## src/rtl/outport_buffer.sv

```systemverilog
// outport_buffer: CPU output port. Control-unit strobes are queued in a small
// FIFO that drains to an external device over a valid/ready handshake.
// Status flags (full/empty/count/sticky overflow) are registered for polling.
module outport_buffer #(
  parameter int                    DATA_WIDTH = 32,
  parameter int                    DEPTH      = 4,
  parameter logic [DATA_WIDTH-1:0] INIT       = '0
) (
  input  logic                       clock,
  input  logic                       clear,
  input  logic                       Outport_in,
  input  logic [DATA_WIDTH-1:0]      BusMuxOut,
  input  logic                       ext_ready,
  output logic                       ext_valid,
  output logic [DATA_WIDTH-1:0]      ext_data,
  output logic                       full,
  output logic                       empty,
  output logic [$clog2(DEPTH):0]     count,
  output logic                       overflow,
  input  logic                       ovf_clr
);

  localparam int PW = $clog2(DEPTH);
  localparam int CW = PW + 1;

  typedef enum logic [1:0] {
    OCC_EMPTY   = 2'd0,
    OCC_PARTIAL = 2'd1,
    OCC_FULL    = 2'd2
  } occ_e;

  logic [DEPTH-1:0][DATA_WIDTH-1:0] mem;
  logic [PW-1:0]         wp, rp, wp_nxt, rp_nxt, rp_inc;
  logic [CW-1:0]         count_nxt;
  logic                  full_nxt, empty_nxt, ovf_nxt;
  logic [DATA_WIDTH-1:0] data_nxt;
  logic                  push, pop, drop;
  occ_e                  occ;

  // Handshake is purely registered: valid comes from the empty flop only.
  assign ext_valid = !empty;
  assign pop       = ext_valid && ext_ready;
  assign push      = Outport_in && (!full || pop);
  assign drop      = Outport_in && full && !pop;
  assign rp_inc    = rp + 1'b1;

  // Occupancy class derived from the registered count.
  always_comb begin
    occ = OCC_PARTIAL;
    if (count == '0)             occ = OCC_EMPTY;
    else if (count == CW'(DEPTH)) occ = OCC_FULL;
  end

  // Next-state: pointers, count, flags and the head-of-queue output stage.
  always_comb begin
    wp_nxt    = wp;
    rp_nxt    = rp;
    count_nxt = count;
    data_nxt  = ext_data;
    ovf_nxt   = overflow;

    if (push) wp_nxt = wp + 1'b1;
    if (pop)  rp_nxt = rp_inc;

    unique case (occ)
      OCC_EMPTY: begin
        if (push) count_nxt = count + 1'b1;
      end
      OCC_PARTIAL: begin
        if (push && !pop)      count_nxt = count + 1'b1;
        else if (pop && !push) count_nxt = count - 1'b1;
      end
      OCC_FULL: begin
        if (pop && !push) count_nxt = count - 1'b1;
      end
      default: count_nxt = count;
    endcase

    // Head changes: a push into an empty queue, or a pop leaving entries.
    // When the last entry pops while a new one arrives, the new head is the
    // incoming bus value (its memory slot is only written on this edge).
    if (push && (occ == OCC_EMPTY || (pop && count == CW'(1))))
      data_nxt = BusMuxOut;
    else if (pop && count > CW'(1))
      data_nxt = mem[rp_inc];

    // Drop wins over a same-cycle clear.
    if (drop)         ovf_nxt = 1'b1;
    else if (ovf_clr) ovf_nxt = 1'b0;

    full_nxt  = (count_nxt == CW'(DEPTH));
    empty_nxt = (count_nxt == '0);
  end

  // State registers; asynchronous clear puts outputs at reset values at once.
  always_ff @(posedge clock or negedge clear) begin
    if (!clear) begin
      wp       <= '0;
      rp       <= '0;
      count    <= '0;
      full     <= 1'b0;
      empty    <= 1'b1;
      overflow <= 1'b0;
      ext_data <= INIT;
    end else begin
      wp       <= wp_nxt;
      rp       <= rp_nxt;
      count    <= count_nxt;
      full     <= full_nxt;
      empty    <= empty_nxt;
      overflow <= ovf_nxt;
      ext_data <= data_nxt;
    end
  end

  // Storage array; contents after reset are don't-care, so no reset here.
  always_ff @(posedge clock) begin
    if (push) mem[wp] <= BusMuxOut;
  end

endmodule

```

## config.mk

```make
export PLATFORM = sky130hd
export DESIGN_NAME = outport_buffer
export DESIGN_NICKNAME = d
export VERILOG_FILES = /design/src/rtl/outport_buffer.sv
export SDC_FILE = /design/constraint.sdc
export NUM_CORES = 1
export LEC_CHECK = 0
export ABC_AREA = 0
export BUFFER_PORTS_ARGS = -buffer_cell sky130_fd_sc_hd__buf_2
export CORE_MARGIN = 8
export CORE_UTILIZATION = 55
export DETAILED_ROUTE_END_ITERATION = 8
export HOLD_SLACK_MARGIN = 0.08
export MAX_ROUTING_LAYER = met4
export PLACE_DENSITY = 0.8
export REMOVE_ABC_BUFFERS = 1
export SYNTH_ARGS = -nofsm -noshare
export SYNTH_HDL_FRONTEND = slang
export SYNTH_SLANG_ARGS = --single-unit
```

## constraint.sdc

```tcl
create_clock -name clock -period 2.3 [get_ports clock]
set_input_delay 0 -clock clock [delete_from_list [all_inputs] [get_ports clock]]
set_output_delay 0 -clock clock [all_outputs]
set_load 0.005 [all_outputs]
```

==> results of run 1 <==
synth_stat cells, types with 4 or more instances:
cell	instances	area [sq um]
nor2_1	37	138.9
xnor2_1	5	43.79
mux4_2	32	720.7
buf_2	12	60.06
inv_1	10	37.54
ha_1	8	100.1
mux2i_1	33	330.3
edfxtp_1	128	3844
a21oi_1	32	160.2
and2_1	4	25.02
nand2_1	4	15.01
dfrtp_1	41	1026
buf_6	4	45.04
per-stage QoR:
step	hold WS, ns	util (%)	TNS, ns	worst slack (ns)
3_3_place_gp	0.05154	60.28	0	0.3258
5_1_grt	0.1668	67.68	0	0.03396
3_5_place_dp	0.07221	60.28	0	0.2270
2_1_floorplan	-0.2956	-	-31.64	-1.013
4_1_cts	0.1109	67.68	0	0.2046
6_report	0.1328	67.68	0	0.1730
layer usage:
layer / up-vias / GRT usage, % / wire (um)
li1: 1746 / - / -
met1: 1931 / 21.77 / 5563
met2: 105 / 29.59 / 6979
met3: 12 / 5.200 / 777
met4: 0 / 6.154 / 111
met5: - / - / 0
logic make-up after synthesis:
kind of cell / synth area share [%]
DFF: 70.79
muxes: 15.20
and+or+nand+nor: 3.961
AOI/OAI and AO/OA: 4.541
buffers and inverters: 3.310
adders and majority gates: 1.447
xor gates and xnor gates: 0.7598
registers in the layout, summed over array words and instances, names as in the netlist:
name      cells
overflow      1
wp            2
mem         128
empty         1
count         3
full          1
rp            2
ext_data     32
how the worst min path moves through the flow:
stage                     startpoint                 endpoint  cells after the start
after global placement         clear  ext_data[6]$_DFFE_PN0P_                      1
after detailed placement       clear  ext_data[9]$_DFFE_PN0P_                      1
after CTS                 Outport_in        wp[0]$_DFFE_PN0P_                      4
after floorplan                clear       count[0]$_DFF_PN0_                      0
after global routing      Outport_in        wp[0]$_DFFE_PN0P_                      4
final                     Outport_in        wp[0]$_DFFE_PN0P_                      4
power by group through the flow:
| stage | clock [uW] | combinational [uW] | sequential [uW] |
|---|---|---|---|
| final | 2670 | 3300 | 4610 |
| after global routing | 2830 | 3640 | 4720 |
| after CTS | 2730 | 3350 | 4630 |
| after detailed placement | 0 | 3260 | 4680 |
| after global placement | 0 | 3160 | 4610 |
| after floorplan | 0 | 1970 | 4710 |
worst register-to-register path, cell delays in order (launching register included):
cell and delay (ns):
dfrtp_1 0.46, inv_1 0.19, ha_1 0.35, a21oi_1 0.13, nor3b_4 0.22, buf_12 0.28, mux2i_1 0.30, a21oi_2 0.08
what timing repair did:
item,in CTS,in global routing
hold endpoints to repair,192,0
buffers inserted,0,0
hold buffers,36,0
layout make-up:
cell class	instances	area share [%]
flip-flops and latches	170	58.06
multi-input cells	187	21.37
repair buffers	124	10.92
clock buffers	18	5.205
well taps	172	2.551
clock inverters	14	1.453
inverters	10	0.4449
==> flow_summary.toml, run 1 <==
[outcome]
status = "complete, no violations"

[worst_setup_path]
cpLargestDelayFamily = "buffers and inverters"
worst-path-buf-inv = 2
timing.rr.start = "count[1]$_DFF_PN0_"
worstSetupPathDepth = 7
crit_path_max_fanout = 32
endpoint_kind = "flip-flop"
setup.worst_path.start = "count[1]$_DFF_PN0_"
r2r_slack_ns = 0.17
critPathRequiredTime_ns = 2.60
startpoint_type = "flip-flop"
crit_chain = "inv_1 > ha_1 > a21oi_1 > nor3b_4 > buf_12 > mux2i_1 > a21oi_2"
r2r_cells = 7
path_class = "reg2reg"
crit_slowest_cell = "dfrtp_1"
crit_path_end = "ext_data[2]$_DFFE_PN0P_"
r2r_end = "ext_data[2]$_DFFE_PN0P_"
cp.arrival_ns = 2.43
critical_path.max_stage_delay_ns = 0.46

[die]
initial_utilization_pct = 55.49
die_x_um = 128.1
fp-row-count = 41
die_y_um = 128.1
io_pins = 76
core_sq_mm = 0.01247
die-area_sq_mm = 0.01642

[grt]
grt_max_degree = 65
grt-ovfl-total = 0
antenna_found_initial = 0
grt_pass1_wl_um = 21820
first_global_vias = 4018
track_usage_pct = 18.30

[clocking]
cts.repair.resized = 0
clk_path_buf_depth = 2
htree_levels = 4
clockRootBuffer = "clkbuf_16"
cts_tree = "yes"
cts_buffers = 17
numClockSinks = 170
path_clk_slew_ns = 0.06
clk_latency_ns = 0.42

[logic_synthesis]
yosysSeqAreaShare_pct = 70.79
synthCells = 391
synth_ff_type = "edfxtp_1"
ys_ff_latch = 170
syn-cell-area_sq_mm = 0.006917
synth_warnings = 0
synthArstFlopShare_pct = 24.71
synth_edf_count = 128
syn_avg_cell_area_sq_um = 17.69
synthDistinctLibCells = 42

[final_layout]
fill_cells = 827
drive_gt1_share_pct = 31.55
final_cell_mix = "edfxtp_1, buf_2, dfrtp_1, nor2_1, dlygate4sd3_1"
fin_area_sq_mm = 0.008437
fin_nets = 555
instances_no_fill = 695
regArea_sq_mm = 0.004898
antennaDiodeCount = 0
final_common_cell = "edfxtp_1"
syn2layout_area_growth_pct = 21.98
multi_input_area_sq_mm = 0.001803

[power]
p_comb_share_pct = 31.2
seqPwrFrac_pct = 43.6
power.leakage_uw = 0.003020
p_sw_share_pct = 30.90
peakVddDrop_v = 0.0007435
p_switching_uw = 3271
total_power_uw = 10580
internal_power_uw = 7314
powerDensity_mw_per_mm2 = 1255
clkPwrFrac_pct = 25.3

[sta]
maxSlewHeadroom_pct = 56.23
finalClockSkew_ns = 0.008260
min_period_ns = 2.127
tightestPinTransition_ns = 0.6566
fmax_mhz = 470.1
grt_setup_unrepaired = "no"
post-route-period-util_pct = 92.48
setup_viol = 0
hold_violations = 0
drv_slew = 0

[detailed_routing]
drc = 0
avgRoutedWirePerCell_um = 19.33
drt-total-wl_um = 13430
drtIter0Drc = 291
ant_nets = 0
vias_per_cell = 5.459
first_pass_iters = 4
vias = 3794

[placed_design]
placed_area_sq_mm = 0.007515
placedCellCount = 627
io_buffers = 75
hpwl_um = 8273
globalplace.congestion = 0.7880

[min_path]
holdCritPathClass = "in2reg"

[run]
cap_violations = 0
Power figures use the tool's default switching activity.
==> run 2, diff against run 1 <==
--- a/config.mk
+++ b/config.mk
@@ -7,12 +7,14 @@
 export LEC_CHECK = 0
 export ABC_AREA = 0
 export BUFFER_PORTS_ARGS = -buffer_cell sky130_fd_sc_hd__buf_2
+export CELL_PAD_IN_SITES_DETAIL_PLACEMENT = 1
+export CELL_PAD_IN_SITES_GLOBAL_PLACEMENT = 1
 export CORE_MARGIN = 8
-export CORE_UTILIZATION = 55
+export CORE_UTILIZATION = 50
 export DETAILED_ROUTE_END_ITERATION = 8
 export HOLD_SLACK_MARGIN = 0.08
 export MAX_ROUTING_LAYER = met4
-export PLACE_DENSITY = 0.8
+export PLACE_DENSITY = 0.84
 export REMOVE_ABC_BUFFERS = 1
 export SYNTH_ARGS = -nofsm -noshare
 export SYNTH_HDL_FRONTEND = slang
==> flow_summary.toml, run 2 (synthesis results as in run 1) <==
[sta]
post-route-period-util_pct = 94.89
setup_ws_ns = 0.1176
drv_slew = 0
min_period_ns = 2.182
hold_violations = 0
setup_tns_ns = 0
setup_viol = 0
maxSlewHeadroom_pct = 57.24
finalClockSkew_ns = 0.007076
fmax_mhz = 458.2
grt_setup_unrepaired = "no"
tightestPinTransition_ns = 0.6414

[detailed_routing]
drt-total-wl_um = 16820
vias_per_cell = 5.667
drc = 0
vias = 3978
first_pass_iters = 5
drtIter0Drc = 341
ant_nets = 0
avgRoutedWirePerCell_um = 23.96

[power]
clkPwrFrac_pct = 26.5
p_comb_share_pct = 32.5
peakVddDrop_v = 0.0006544
p_switching_uw = 3586
p_sw_share_pct = 32.21
internal_power_uw = 7548
powerDensity_mw_per_mm2 = 1311
seqPwrFrac_pct = 41.0
power.leakage_uw = 0.003052

[placed_design]
pre_cts_slack_ns = 0.1653
io_buffers = 75
placed_area_sq_mm = 0.007517
placedCellCount = 634
globalplace.congestion = 0.8093
hpwl_um = 9990

[worst_setup_path]
crit_slowest_cell = "dfrtp_1"
crit_path_max_fanout = 58
r2r_cells = 8
startpoint_type = "flip-flop"
endpoint_kind = "flip-flop"
cp.arrival_ns = 2.48
worstSetupPathDepth = 8
path_class = "reg2reg"
crit_chain = "inv_1 > ha_1 > nor4_1 > a311oi_1 > a31o_2 > buf_12 > nor2_1 > a21oi_2"
critPathRequiredTime_ns = 2.60
critical_path.max_stage_delay_ns = 0.49
cpLargestDelayFamily = "flip-flops"
worst-path-buf-inv = 2

[grt]
grt_max_degree = 59
grt-ovfl-total = 0
first_global_vias = 4541
antenna_found_initial = 0
track_usage_pct = 20.42
grt_pass1_wl_um = 26570

[final_layout]
final_cell_mix = "edfxtp_1, buf_2, dfrtp_1, nor2_1, dlygate4sd3_1"
fill_cells = 1235
largestRegisters = "mem: 128 flops, ext_data: 32 flops, count: 3 flops"
final_util_pct = 61.90
largest-register = "mem"
largest_reg_flops = 128
syn2layout_area_growth_pct = 22.77
final_common_cell = "edfxtp_1"
antennaDiodeCount = 0
drive_gt1_share_pct = 31.99
fin_area_sq_mm = 0.008492
fin_nets = 554
instances_no_fill = 702

[die]
die_x_um = 133.6
initial_utilization_pct = 50.41
die-area_sq_mm = 0.01785
fp-row-count = 43
core_sq_mm = 0.01372
io_pins = 76
die_y_um = 133.6

[clocking]
cts_buffers = 17
numClockSinks = 170
clockRootBuffer = "clkbuf_16"
clk_latency_ns = 0.43
htree_levels = 4
cts_tree = "yes"
clk_path_buf_depth = 2
path_clk_slew_ns = 0.07

[min_path]
holdCritPathClass = "in2async"

[run]
cap_violations = 0

[outcome]
status = "complete, no violations"
-- run 2: cell types whose count changed in the layout (fill, tap and decap cells not counted) --
cell | before | now
buf_4 | 6 | 5
bufinv_16 | 1 | 3
clkinv_1 | 2 | 0
clkinv_2 | 0 | 2
clkinv_4 | 0 | 3
clkinvlp_4 | 9 | 5
ha_1 | 8 | 7
ha_2 | 0 | 1
inv_6 | 2 | 1
-- run 2: path summary, 6_finish.rpt --
kind,start,to,slack [ns]
max in group asynchronous,clear,ext_data[23]$_DFFE_PN0P_,1.41
min,clear,ext_data[18]$_DFFE_PN0P_,0.14
min reg2reg,ext_data[9]$_DFFE_PN0P_,ext_data[9]$_DFFE_PN0P_,0.53
max reg2reg,count[1]$_DFF_PN0_,ext_data[1]$_DFFE_PN0P_,0.12
max,count[1]$_DFF_PN0_,ext_data[1]$_DFFE_PN0P_,0.12
min in group clock,Outport_in,wp[0]$_DFFE_PN0P_,0.15
-- run 2: timing repair --
item / 4_1_cts / 5_1_grt
setup endpoints to repair: 0 / 6
setup buffers: 0 / 0
hold endpoints to repair: 186 / 0
gates resized for setup: 0 / 1
hold buffers: 36 / 0
-- run 2: power by group through the flow --
stage | combinational (uW) | clock [uW] | sequential [uW]
global placement | 3330 | 0 | 4510
floorplan | 1970 | 0 | 4710
CTS | 3660 | 3000 | 4570
finish | 3620 | 2950 | 4570
global route | 3920 | 3100 | 4630
detailed placement | 3520 | 0 | 4600
-- run 2: per-stage QoR --
stage | hold slack [ns] | power (uW)
2_1_floorplan | -0.2956 | 6680
3_3_place_gp | 0.06450 | 7838
3_5_place_dp | 0.07055 | 8117
4_1_cts | 0.1200 | 11220
5_1_grt | 0.1711 | 11660
6_report | 0.1373 | 11130
-- run 2: final cells by class --
cell class	instances	area (sq um)	share of cell area [%]
multi-input combinational	187	1805	21.26
tap	180	225.2	2.652
sequential	170	4898	57.68
timing repair buffer	123	913.4	10.76
clock inverter	14	172.7	2.033
clock buffer	18	439.2	5.172
inverter	10	37.54	0.4420
-- run 2: routing by layer --
| metal | GRT usage (%) | vias up | wire length [um] |
|---|---|---|---|
| li1 | - | 1745 | - |
| met1 | 24.28 | 2070 | 6774 |
| met4 | 7.735 | 0 | 335 |
| met5 | - | - | 0 |
| met3 | 5.610 | 29 | 1048 |
| met2 | 32.76 | 134 | 8664 |
